`src/rtl/cpu_types_pkg.sv`:
```
// rtl/cpu_types_pkg.sv - shared RAM handshake and arbiter state types
// Also holds the arbitration priority rule so every user applies it identically.
package cpu_types_pkg;

    typedef enum logic [1:0] {
        RAM_FREE   = 2'd0,
        RAM_BUSY   = 2'd1,
        RAM_ACCESS = 2'd2,
        RAM_ERROR  = 2'd3
    } ramstate_t;

    typedef enum logic [1:0] {
        ARB_IDLE = 2'd0,
        ARB_IACC = 2'd1,
        ARB_DACC = 2'd2
    } arb_state_t;

    localparam int CNT_W = 4;

    // Data wins unless the instruction side has been starved
    function automatic arb_state_t arb_pick(input logic d_req, input logic i_req,
                                            input logic starved);
        arb_state_t pick;
        if (d_req && !starved) begin
            pick = ARB_DACC;
        end else if (i_req) begin
            pick = ARB_IACC;
        end else begin
            pick = ARB_IDLE;
        end
        return pick;
    endfunction

endpackage

```
`src/rtl/mem_arbiter.sv`:
```
// rtl/mem_arbiter.sv - two-requester single-port RAM arbiter with starvation guard
// RAM strobes decode from the registered grant so a reset clears them at once.
module mem_arbiter
    import cpu_types_pkg::*;
#(
    parameter int TIMEOUT    = 15,
    parameter int STARVE_LIM = 4
) (
    input  logic        CLK,
    input  logic        RST,
    input  logic        iREN,
    input  logic [31:0] iaddr,
    output logic [31:0] iload,
    output logic        iwait,
    input  logic        dREN,
    input  logic        dWEN,
    input  logic [31:0] daddr,
    input  logic [31:0] dstore,
    output logic [31:0] dload,
    output logic        dwait,
    output logic        ramREN,
    output logic        ramWEN,
    output logic [31:0] ramaddr,
    output logic [31:0] ramstore,
    input  logic [31:0] ramload,
    input  logic [1:0]  ramstate,
    output logic        err
);

    localparam logic [CNT_W-1:0] TIMEOUT_C = CNT_W'(TIMEOUT);
    localparam logic [CNT_W-1:0] STARVE_C  = CNT_W'(STARVE_LIM);
    localparam logic [CNT_W-1:0] ONE_C     = CNT_W'(1);

    arb_state_t       state_q, state_d;
    logic [CNT_W-1:0] wait_cnt_q, wait_cnt_d;
    logic [CNT_W-1:0] starve_cnt_q, starve_cnt_d;
    logic             err_q, err_d;

    ramstate_t rs;
    logic      d_req;
    logic      granted;
    logic      access;
    logic      fault;
    logic      req_held;

    assign rs       = ramstate_t'(ramstate);
    assign d_req    = dREN | dWEN;
    assign granted  = (state_q != ARB_IDLE);
    assign access   = granted && (rs == RAM_ACCESS);
    assign fault    = granted && ((rs == RAM_ERROR) ||
                                  ((rs != RAM_ACCESS) && (wait_cnt_q == TIMEOUT_C)));
    assign req_held = (state_q == ARB_IACC) ? iREN : d_req;

    assign iload = ramload;
    assign dload = ramload;
    assign err   = err_q;

    always_comb begin
        starve_cnt_d = starve_cnt_q;
        if (access) begin
            if ((state_q == ARB_DACC) && iREN) begin
                starve_cnt_d = (starve_cnt_q >= STARVE_C) ? STARVE_C : starve_cnt_q + ONE_C;
            end else begin
                starve_cnt_d = '0;
            end
        end
    end

    // Re-arbitrate on completion with the updated starve count for back-to-back grants
    always_comb begin
        state_d    = state_q;
        wait_cnt_d = '0;
        err_d      = 1'b0;
        if (!granted || access) begin
            state_d = arb_pick(d_req, iREN, (starve_cnt_d == STARVE_C) && iREN);
        end else if (fault) begin
            state_d = ARB_IDLE;
            err_d   = 1'b1;
        end else if (!req_held) begin
            state_d = ARB_IDLE;
        end else begin
            wait_cnt_d = wait_cnt_q + ONE_C;
        end
    end

    always_ff @(posedge CLK or posedge RST) begin
        if (RST) begin
            state_q      <= ARB_IDLE;
            wait_cnt_q   <= '0;
            starve_cnt_q <= '0;
            err_q        <= 1'b0;
        end else begin
            state_q      <= state_d;
            wait_cnt_q   <= wait_cnt_d;
            starve_cnt_q <= starve_cnt_d;
            err_q        <= err_d;
        end
    end

    // Write wins when the data side raises both strobes
    always_comb begin
        ramREN   = 1'b0;
        ramWEN   = 1'b0;
        ramaddr  = '0;
        ramstore = '0;
        iwait    = iREN;
        dwait    = d_req;
        unique case (state_q)
            ARB_IACC: begin
                ramREN  = 1'b1;
                ramaddr = iaddr;
                iwait   = (rs != RAM_ACCESS);
            end
            ARB_DACC: begin
                ramREN   = dREN & ~dWEN;
                ramWEN   = dWEN;
                ramaddr  = daddr;
                ramstore = dstore;
                dwait    = (rs != RAM_ACCESS);
            end
            default: begin
            end
        endcase
    end

endmodule

```
`config.mk`:
```
export PLATFORM = sky130hd
export DESIGN_NAME = mem_arbiter
export DESIGN_NICKNAME = d
export VERILOG_FILES = /design/src/rtl/cpu_types_pkg.sv /design/src/rtl/mem_arbiter.sv
export SDC_FILE = /design/constraint.sdc
export NUM_CORES = 1
export LEC_CHECK = 0
export ABC_AREA = 1
export BUFFER_PORTS_ARGS = -buffer_cell sky130_fd_sc_hd__buf_2
export CAP_MARGIN = 30
export CORE_MARGIN = 10
export CORE_UTILIZATION = 25
export DETAILED_ROUTE_END_ITERATION = 7
export PLACE_DENSITY = 0.69
export SYNTH_ARGS = -nofsm -noshare
export SYNTH_HDL_FRONTEND = slang
export SYNTH_SLANG_ARGS = --single-unit
```
`constraint.sdc`:
```
create_clock -name CLK -period 2.6 [get_ports CLK]
set_input_delay 0.52 -clock CLK [delete_from_list [all_inputs] [get_ports CLK]]
set_output_delay 0.52 -clock CLK [all_outputs]
set_load 0.02 [all_outputs]
```
Word-level counts from Yosys, hierarchy flattened --
Index checks and enable logic that the tools add are counted.
Storage, ports and cells: output and inout bits 133, logic and storage cells 49, register bits after elaboration 11, input port bits 135
Cells by class: equal/unequal tests 8, bitwise operators 3, $lt $le $gt $ge 1, reduce and logical (&&, ||, !) cells 11, multiplexer cells 20, add/subtract/negate cells 2
Operators with widths (number):
- case mux 32 bit (2 select lines) | 1
- two-way mux 32 bit | 1
- two-way mux 4 bit | 6
- adder 4 x 1 -> 4 bit, second input constant | 2
- two-way mux 2 bit | 4
- two-way mux 1 bit | 7
- == test 2 bit, second input constant | 3
- logical AND 1 bit | 6
- == test 4 x 3 -> 1 bit, second input constant | 1
- == test 4 bit, second input constant | 1
- greater-or-equal comparator 4 x 3 -> 1 bit, second input constant | 1
- inequality test 3 x 2 -> 1 bit, second input constant | 1
- == test 2 x 1 -> 1 bit, second input constant | 1
- zero test 1 bit | 2
- logical OR 1 bit | 2
- inequality test 2 bit, second input constant | 1
- case mux 1 bit (2 select lines) | 1
- nonzero test 2 bit | 1
- AND 1 bit | 1
- NOT 1 bit | 1
- bitwise OR 1 bit | 1

Logic depth before layout (Yosys ltp) --
Gate-level depths: netlist of the first run.
depth after elaboration 10, gate-level depth with buffers 13

Worst setup path after synthesis of the first run --
OpenSTA, ideal clock, no wires.
path type flip-flop to output port, start register state_q[1], end output iwait, stages on the path, launching flop included 6, buffers on the path 2, arrival time 1.373 ns, required time 2.080 ns, slack 0.707 ns, cells stage by stage dfrtp_1 > inv_1 > ha_1 > buf_4 > buf_2 > o21ai_0
On the way: longest elaborated chain between the ends 2
Ends and longest elaborated chain:
- from (decl) | line mem_arbiter.sv:34 | arb_state_t state_q, state_d;
- from (signal assigned) | line mem_arbiter.sv:93 | state_q <= state_d;
- == test 2 x 1 -> 1 bit | line mem_arbiter.sv:108 | unique case (state_q)
- two-way mux 1 bit | line mem_arbiter.sv:108
- to (decl) | line mem_arbiter.sv:14 | output logic iwait,
Every way passes these cells.

Final worst setup path of the first run --
start register state_q[0], end output ramaddr[18]
On the way: longest elaborated chain between the ends 2, elaborated cells on any way between the ends 3, those cells by class eq/ne (2); mux (1)
Ends and longest elaborated chain:
- == test 2 bit / == test 2 x 1 -> 1 bit (equally long branches) | line mem_arbiter.sv:108
- case mux 32 bit (2 select lines) (*) | line mem_arbiter.sv:108
- to (decl) | line mem_arbiter.sv:23 | output logic [31:0] ramaddr,
Mark *: on every way between the ends. The rest lies on a longest branch, timed or not.

==> results.cfg, run 1 <==
[status]
outcome = completed

[route]
drt-wirelength-per-cell_um = 17.6
via_cell_ratio = 4.25
routed_wl_mm = 9.31
dr.first_iter.drc_count = 69
drt_first_pass_iters = 4
detail-route-antenna-nets = 0
detail_route.drc_violations = 0
dr_total_vias = 2245

[critical_path]
crit_type = flip-flop to primary output
timing.reg2reg.setup_slack_ns = 0.66
critical_path.endpoint = ramaddr[18]
timing.critical_path.to_type = primary output
cp_data_required_time_ns = 2.08
critical_path.reg2reg.startpoint = state_q[0]$_DFFE_PP0P_
crit_start = state_q[0]$_DFFE_PP0P_
timing.critical_path.arrival_ns = 1.87
worst_r2r_endpoint = state_q[0]$_DFFE_PP0P_
crit_path_max_fanout = 39
worstRegToRegCells = 12
timing.critical_path.from_type = flip-flop

[clock_tree]
tritoncts = built
postCtsSetupBuffers = 0
cts_buf_count = 3
clock_tree.root_cell = clkbuf_8
htree_num_levels = 1
cts_repair_resize_count = 0
max-clock-path-buffers = 2
cts_hold_buffers = 0
insertion_delay_ns = 0.24
clk_pin_slew_ns = 0.05
cts_num_sinks = 11

[floorplanning]
std_cell_rows = 31
initial_utilization_pct = 25.8
floorplan.die.height_um = 107
fp.dieArea_sq_um = 11400
die_width_um = 107
floorplan.io_pins = 268
placeableCoreArea_sq_um = 7250

[power_and_ir_drop]
power.density_cell_area_nw_per_um2 = 961
power.combinational.fraction_pct = 82.0
power_leakage_nw = 1.64
clock_power_share_pct = 7.4
power.switching_mw = 1.40
intPower_uw = 904
swShare_pct = 60.8
power.ir.vdd_worst_mv = 0.282
pwr-share-seq_pct = 10.6

[timing]
final_clock_period_utilization_by_the_worst_path_pct = 92.0
finalSetupViolCount = 0
tightest_slew_ns = 0.425
hold_violations = 0
maxSlewHeadroom_pct = 71.6
period_needed_ns = 2.39
max_clock_freq_mhz = 418
timing.final.ws_setup_ns = 0.207
clock_skew_ns = 0.00155
rsz0062_at_grt = no
setup_tns_after_final_layout_ns = 0
timing_max_transition_violations_final = 0

[place]
place_hpwl_mm = 8.26
place_congestion = 0.873
detailedPlace.worstSlack_ns = 0.475
placement.io_buffers = 171

[yosys]
synth_largest_type_area_fraction_pct = 26.1
synth.area.top_cells = buf_4 (26%), nand2_1 (24%), dfrtp_1 (15%)
synth-seq-cells = 11
syn_area_per_cell_sq_um = 5.69
synth.cell_area_sq_um = 1870
synthesized_instance_count = 329
post_synthesis_sequential_area_ratio_pct = 14.7
postSynth.asyncResetShare_pct = 100
post_syn_nets = 469
total_number_of_yosys_warnings = 0
ys_top_cells_by_count = nand2_1 (119), buf_4 (65), inv_1 (51)
synth_most_common_cell = nand2_1
ys.flop_type = dfrtp_1
synth-edff-count = 0
netlist.top_cell.by_area = buf_4
yosys.cell_types.count = 22

[final_layout]
number_of_nets_in_the_layout = 570
area_delta_synth_final_pct = 28.3
antenna-diode-count = 0
layout-drive-gt1-share_pct = 44.5
nFillCells = 813

[grt]
grt_overflow = 0
grt_pass1_wl_mm = 13.3
maximum_number_of_pins_on_one_net_before_global_route_repair = 40
first_global_vias = 2220
grt_antenna_before_repair = 0
global_route_total_usage_across_every_layer_pct = 14.6

[worst_hold_path]
hold_path.class = input pin to asynchronous set/reset pin

[job]
cap_viol_max_count = 0
critical path, cell delays in order, from the launching register on:
cell and delay (ns):
dfrtp_1 0.40, inv_1 0.10, ha_2 0.42, buf_12 0.24
nand2_1 0.07, a21oi_1 0.18, buf_2 0.21
stage by stage:
step / power (mW) / instance area, sq um / hold WS, ns / utilization [%] / instances
after floorplan: 1.62 / 1870 / 0.372 / - / 329
after global placement: 2.15 / 2360 / 0.446 / 32.5 / 524
after detailed placement: 2.17 / 2360 / 0.450 / 32.5 / 524
after CTS: 2.35 / 2400 / 0.268 / 33.1 / 528
after global routing: 2.53 / 2400 / 0.292 / 33.1 / 528
final: 2.31 / 2400 / 0.265 / 33.1 / 528
cell type report:
cell class                 instances  area, sq um  area share [%]
timing repair buffer             175          911            37.9
multi-input combinational        186          847            35.3
sequential                        11          275            11.5
inverter                          53          199            8.28
tap                               99          124            5.16
clock buffer                       3         41.3            1.72
clock inverter                     1         5.00           0.208
how the worst min path moves through the flow:
stage                                  from                         to  slack (ns)  cells past startpoint
finish                                  RST    wait_cnt_q[1]$_DFF_PP0_        0.26                      2
global route                            RST  starve_cnt_q[3]$_DFF_PP0_        0.29                      2
CTS                                     RST  starve_cnt_q[3]$_DFF_PP0_        0.27                      2
detailed placement  wait_cnt_q[0]$_DFF_PP0_    wait_cnt_q[0]$_DFF_PP0_        0.45                      1
global placement    wait_cnt_q[0]$_DFF_PP0_    wait_cnt_q[0]$_DFF_PP0_        0.45                      1
floorplan                               RST              err$_DFF_PP0_        0.37                      1
power groups by stage:
stage / registers [mW] / logic [mW] / clock network, mW
CTS: 0.245 / 1.93 / 0.175
floorplan: 0.245 / 1.37 / 0
global placement: 0.243 / 1.91 / 0
finish: 0.246 / 1.89 / 0.170
global route: 0.252 / 2.10 / 0.182
detailed placement: 0.248 / 1.93 / 0
state kept, by name, summed over array words and instances (netlist names):
register      cells
starve_cnt_q      4
wait_cnt_q        4
state_q           2
err               1
routing by layer:
layer | up-vias | part of all wire (%) | track usage [%]
met1 | 960 | 38 | 15.9
met4 | 2 | 1.0 | 2.03
li1 | 1106 | - | -
met5 | - | 0.23 | 1.34
met2 | 162 | 46 | 23.7
met3 | 15 | 15 | 9.72
cell families after synthesis:
family                   share of synthesized area, %
flip-flops                                       14.7
AND/OR/NAND/NOR                                  30.3
AO/OA/AOI/OAI                                    10.5
XOR/XNOR                                        0.935
adder cells (fa/ha/maj)                          3.34
buffers and inverters                            40.2
cells in the final DEF (no fill, tap or decap):
cell	count
ha_2	1
o21a_1	1
buf_4	2
nand3b_1	1
nor2_1	10
o21ai_0	1
inv_2	2
a21oi_2	1
clkinv_2	1
nand3_1	3
nor3_2	1
nand2_1	119
buf_12	2
nor2_2	1
buf_2	171
xnor2_1	1
a21oi_1	34
xor2_1	1
nand2_2	4
clkbuf_8	3
ha_1	4
nand3_2	2
dfrtp_1	11
o21ai_1	1
inv_1	51
Power figures use the tool's default switching activity.
==> run 2, diff against run 1 <==
--- a/config.mk
+++ b/config.mk
@@ -12,6 +12,7 @@
 export CORE_UTILIZATION = 25
 export DETAILED_ROUTE_END_ITERATION = 7
 export PLACE_DENSITY = 0.69
+export REMOVE_ABC_BUFFERS = 1
 export SYNTH_ARGS = -nofsm -noshare
 export SYNTH_HDL_FRONTEND = slang
 export SYNTH_SLANG_ARGS = --single-unit
==> run 2 against run 1 <==
Cell count unchanged. Non-clock buffer count unchanged. Sequential share of layout area increased by 0.13 points. Clock power about the same. Hold slack improved by 0.010 ns. Critical path depth unchanged. Register-to-register slack improved by 0.21 ns. Critical path type unchanged. Sequential power about the same. Highest routed layer unchanged. Clock skew about the same. Global-route usage increased by 2.4 points.
==> results.cfg, run 2 (synthesis gave the netlist of run 1 again) <==
[final_layout]
seqCellArea_sq_um = 275
mostFrequentLayoutCell = buf_2
registers_with_the_highest_flip_flop_counts = starve_cnt_q (4), wait_cnt_q (4), state_q (2)
layout_common_cells = buf_2 (171), nand2_1 (119), inv_1 (51), a21oi_1 (34), dfrtp_1 (11)
area_delta_synth_final_pct = 26.9
nFillCells = 828
layout-drive-gt1-share_pct = 44.3
antenna-diode-count = 0
multiInputGateArea_sq_um = 847
finalNonFillerCells = 528
number_of_nets_in_the_layout = 570

[timing]
clock_skew_ns = 0.00159
tightest_slew_ns = 0.434
timing.final.ws_setup_ns = 0.386
finalSetupViolCount = 0
timing_max_transition_violations_final = 0
hold_violations = 0
rsz0062_at_grt = no
period_needed_ns = 2.21
final_clock_period_utilization_by_the_worst_path_pct = 85.2
maxSlewHeadroom_pct = 71.0
max_clock_freq_mhz = 452

[critical_path]
crit_type = flip-flop to primary output
critical_path.max_stage_delay_ns = 0.39
cp_cell_sequence = inv_1, ha_2, buf_4, nand2_1, a21oi_1, buf_2
path_delay_family = buffers and inverters
crit_path_max_fanout = 42
critical_path_cell_with_the_highest_stage_delay = dfrtp_1
timing.critical_path.to_type = primary output
cp_data_required_time_ns = 2.08
timing.critical_path.buf_inv = 3
timing.critical_path.from_type = flip-flop
timing.critical_path.arrival_ns = 1.69

[route]
via_cell_ratio = 4.31
detail-route-antenna-nets = 0
routed_wl_mm = 10.5
dr.first_iter.drc_count = 123
dr_total_vias = 2274
detail_route.drc_violations = 0
drt_first_pass_iters = 4
drt-wirelength-per-cell_um = 19.9

[floorplanning]
die_width_um = 107
initial_utilization_pct = 25.8
fp.dieArea_sq_um = 11400
floorplan.die.height_um = 107
std_cell_rows = 31
floorplan.io_pins = 268
placeableCoreArea_sq_um = 7250

[clock_tree]
cts_hold_buffers = 0
postCtsSetupBuffers = 0
htree_num_levels = 1
cts_repair_resize_count = 0
cts_buf_count = 3
max-clock-path-buffers = 2
insertion_delay_ns = 0.23
clock_tree.root_cell = clkbuf_8
tritoncts = built
clk_pin_slew_ns = 0.05
cts_num_sinks = 11

[place]
place_hpwl_mm = 9.36
place_congestion = 0.841
place_inst = 524
placement.io_buffers = 171
detailedPlace.worstSlack_ns = 0.640

[worst_hold_path]
hold_path.class = input pin to asynchronous set/reset pin

[power_and_ir_drop]
power_leakage_nw = 1.63
power.density_cell_area_nw_per_um2 = 957
power.ir.vdd_worst_mv = 0.267

[grt]
global_route_total_usage_across_every_layer_pct = 17.1
grt_overflow = 0
first_global_vias = 2459
grt_pass1_wl_mm = 14.7
grt_antenna_before_repair = 0
maximum_number_of_pins_on_one_net_before_global_route_repair = 43

[status]
outcome = completed

[job]
cap_viol_max_count = 0
==> run 2: cell count changes in the layout (fill, tap and decap cells not counted) <==
cell | before | now
buf_12 | 2 | 0
clkinv_2 | 1 | 0
clkbuf_1 | 0 | 1
buf_4 | 2 | 4
==> run 2: stage by stage <==
| step | area, sq um | hold WS [ns] | power, mW | setup TNS [ns] | util (%) |
|---|---|---|---|---|---|
| 3_5_place_dp | 2330 | 0.463 | 2.13 | 0 | 32.1 |
| 3_3_place_gp | 2330 | 0.456 | 2.10 | 0 | 32.1 |
| 2_1_floorplan | 1320 | 0.372 | 1.41 | -3.75 | - |
| 6_report | 2380 | 0.275 | 2.27 | 0 | 32.8 |
| 4_1_cts | 2380 | 0.285 | 2.31 | 0 | 32.8 |
| 5_1_grt | 2380 | 0.311 | 2.50 | 0 | 32.8 |
==> run 2: where the power goes <==
part,total [mW],internal [mW],switching [mW],leakage [nW]
combinational,1.86,0.544,1.32,1.46
sequential,0.244,0.214,0.0297,0.147
clock,0.169,0.107,0.0611,0.0228
==> run 2: final cells by class <==
type	instances	area share, %
clock buffers	4	1.90
multi-input cells	186	35.7
well taps	99	5.21
flip-flops and latches	11	11.6
repair buffers	175	37.3
inverters	53	8.37
==> run 2: worst paths after layout <==
check                                        start                       to  slack (ns)  cells past startpoint
setup / recovery            state_q[0]$_DFFE_PP0P_              ramaddr[22]        0.39                      6
hold reg to reg            wait_cnt_q[0]$_DFF_PP0_  wait_cnt_q[0]$_DFF_PP0_        0.47                      1
setup reg to reg            state_q[1]$_DFFE_PP0P_  wait_cnt_q[3]$_DFF_PP0_        0.87                      9
min in group CLK           wait_cnt_q[0]$_DFF_PP0_  wait_cnt_q[0]$_DFF_PP0_        0.47                      1
max in group asynchronous                      RST   state_q[0]$_DFFE_PP0P_        2.02                      2
hold / removal                                 RST            err$_DFF_PP0_        0.27                      2
==> run 2: metal layers <==
metal	global-route usage, %	vias up	routed length, um
met2	19.7	198	3460
li1	-	1108	-
met5	5.36	-	54
met3	16.4	4	2070
met4	0.484	2	12
met1	22.4	962	4900
==> run 3, diff against run 2 <==
--- a/config.mk
+++ b/config.mk
@@ -8,10 +8,10 @@
 export ABC_AREA = 1
 export BUFFER_PORTS_ARGS = -buffer_cell sky130_fd_sc_hd__buf_2
 export CAP_MARGIN = 30
-export CORE_MARGIN = 10
-export CORE_UTILIZATION = 25
+export CORE_AREA = 10 10 96 98
 export DETAILED_ROUTE_END_ITERATION = 7
-export PLACE_DENSITY = 0.69
+export DIE_AREA = 0 0 106 108
+export PLACE_DENSITY = 0.7
 export REMOVE_ABC_BUFFERS = 1
 export SYNTH_ARGS = -nofsm -noshare
 export SYNTH_HDL_FRONTEND = slang
==> run 3 against run 2 <==
Critical path depth unchanged. Non-clock buffer count unchanged. Design area increased by 0.37%. Largest power group unchanged. Highest routed layer unchanged.
==> results.cfg, run 3 (synthesis gave the netlist of run 1 again) <==
[route]
detail_route.drc_violations = 0
via_cell_ratio = 4.44
drt-wirelength-per-cell_um = 20.2
detail-route-antenna-nets = 0
drt_first_pass_iters = 4
routed_wl_mm = 10.8
dr_total_vias = 2364
dr.first_iter.drc_count = 119

[place]
place_hpwl_mm = 9.61
detailedPlace.worstSlack_ns = 0.568
place_congestion = 0.783
placement.io_buffers = 171

[timing]
final_clock_period_utilization_by_the_worst_path_pct = 86.9
finalHoldWorstSlack_ns = 0.283
hold_violations = 0
period_needed_ns = 2.26
tightest_slew_ns = 0.456
finalSetupViolCount = 0
max_clock_freq_mhz = 443
timing.final.ws_setup_ns = 0.341
rsz0062_at_grt = no
maxSlewHeadroom_pct = 69.5
timing_max_transition_violations_final = 0
clock_skew_ns = 0.00261

[job]
cap_viol_max_count = 0

[critical_path]
timing.critical_path.arrival_ns = 1.74
critical_path_cell_with_the_highest_stage_delay = dfrtp_1
crit_path_max_fanout = 45
timing.critical_path.from_type = flip-flop
worst_r2r_endpoint = wait_cnt_q[1]$_DFF_PP0_
critical_path.max_stage_delay_ns = 0.39
critical_path.reg2reg.startpoint = state_q[1]$_DFFE_PP0P_
cp_data_required_time_ns = 2.08
timing.critical_path.to_type = primary output
worstRegToRegCells = 9
timing.reg2reg.setup_slack_ns = 0.81
cp_cell_sequence = inv_1, ha_2, buf_4, nand2_1, a21oi_1, buf_2
crit_type = flip-flop to primary output

[floorplanning]
die_width_um = 106
initial_utilization_pct = 25.2
std_cell_rows = 32
floorplan.io_pins = 268
floorplan.die.height_um = 108
placeableCoreArea_sq_um = 7450
fp.dieArea_sq_um = 11400

[clock_tree]
clock_tree.root_cell = clkbuf_8
clk_pin_slew_ns = 0.05
insertion_delay_ns = 0.24
max-clock-path-buffers = 2
htree_num_levels = 1
cts_num_sinks = 11
postCtsSetupBuffers = 0
cts_hold_buffers = 0
tritoncts = built
cts_buf_count = 3
cts_repair_resize_count = 0

[power_and_ir_drop]
power.ir.vdd_worst_mv = 0.326
intPower_uw = 867
power.combinational.fraction_pct = 81.6
pwr-share-seq_pct = 10.7
power_leakage_nw = 1.63
power.switching_mw = 1.40
swShare_pct = 61.8
clock_power_share_pct = 7.7
power.density_cell_area_nw_per_um2 = 950

[grt]
grt_antenna_before_repair = 5
first_global_vias = 2407
global_route_total_usage_across_every_layer_pct = 17.4
grt_overflow = 0
maximum_number_of_pins_on_one_net_before_global_route_repair = 46
grt_pass1_wl_mm = 15.0

[worst_hold_path]
hold_path.class = input pin to asynchronous set/reset pin

[final_layout]
layout_common_cells = buf_2 (171), nand2_1 (119), inv_1 (51), a21oi_1 (34), dfrtp_1 (11)
mostFrequentLayoutCell = buf_2
area_delta_synth_final_pct = 27.3
number_of_nets_in_the_layout = 570
postLayoutCoreUtil_pct = 32.0
layout-drive-gt1-share_pct = 44.3
registers_with_the_highest_flip_flop_counts = starve_cnt_q (4), wait_cnt_q (4), state_q (2)

[status]
outcome = completed
run 3: cell count changes in the layout (fill, tap and decap cells not counted):
cell	delta
diode_2	+2
run 3: power groups by stage:
| stage | sequential [mW] | combinational [mW] | clock (mW) |
|---|---|---|---|
| after floorplan | 0.245 | 1.17 | 0 |
| after global placement | 0.244 | 1.86 | 0 |
| after detailed placement | 0.248 | 1.89 | 0 |
| after CTS | 0.244 | 1.88 | 0.178 |
| after global routing | 0.250 | 2.05 | 0.194 |
| final | 0.243 | 1.85 | 0.175 |
run 3: cell type report:
cell class	count	area [sq um]
diodes	2	5.00
clock buffers	4	45.0
fillers	871	5060
inverters	53	199
multi-input cells	186	847
flip-flops and latches	11	275
well taps	102	128
repair buffers	175	886
run 3: how the worst max path moves through the flow:
stage / start / end / slack, ns
final: state_q[0]$_DFFE_PP0P_ / ramaddr[4] / 0.34
after global routing: state_q[0]$_DFFE_PP0P_ / ramaddr[4] / 0.15
after CTS: state_q[0]$_DFFE_PP0P_ / ramaddr[4] / 0.31
after detailed placement: state_q[0]$_DFFE_PP0P_ / ramaddr[4] / 0.57
after global placement: state_q[0]$_DFFE_PP0P_ / ramaddr[4] / 0.59
after floorplan: state_q[0]$_DFFE_PP0P_ / ramREN / -0.14
run 3: critical path: cells and delay by family, from the launching register on:
family          cells  cell delay (ns)
buf+inv             3             0.64
flops               1             0.39
fa+ha+maj           1             0.18
simple gates        1             0.13
compound gates      1             0.13
run 3: per-stage QoR:
stage	power [mW]	setup TNS (ns)	cells	cell area [sq um]
5_1_grt	2.49	0	533	2380
6_report	2.27	0	533	2380
2_1_floorplan	1.41	-3.75	250	1320
4_1_cts	2.31	0	531	2380
3_5_place_dp	2.14	0	527	2330
3_3_place_gp	2.11	0	527	2330
run 3: metal layers:
layer | vias up | track usage, % | wire, um
li1 | 1110 | - | -
met1 | 1027 | 21.1 | 4400
met2 | 205 | 21.0 | 3880
met3 | 14 | 17.1 | 2350
met4 | 8 | 1.64 | 53
met5 | - | 8.40 | 105
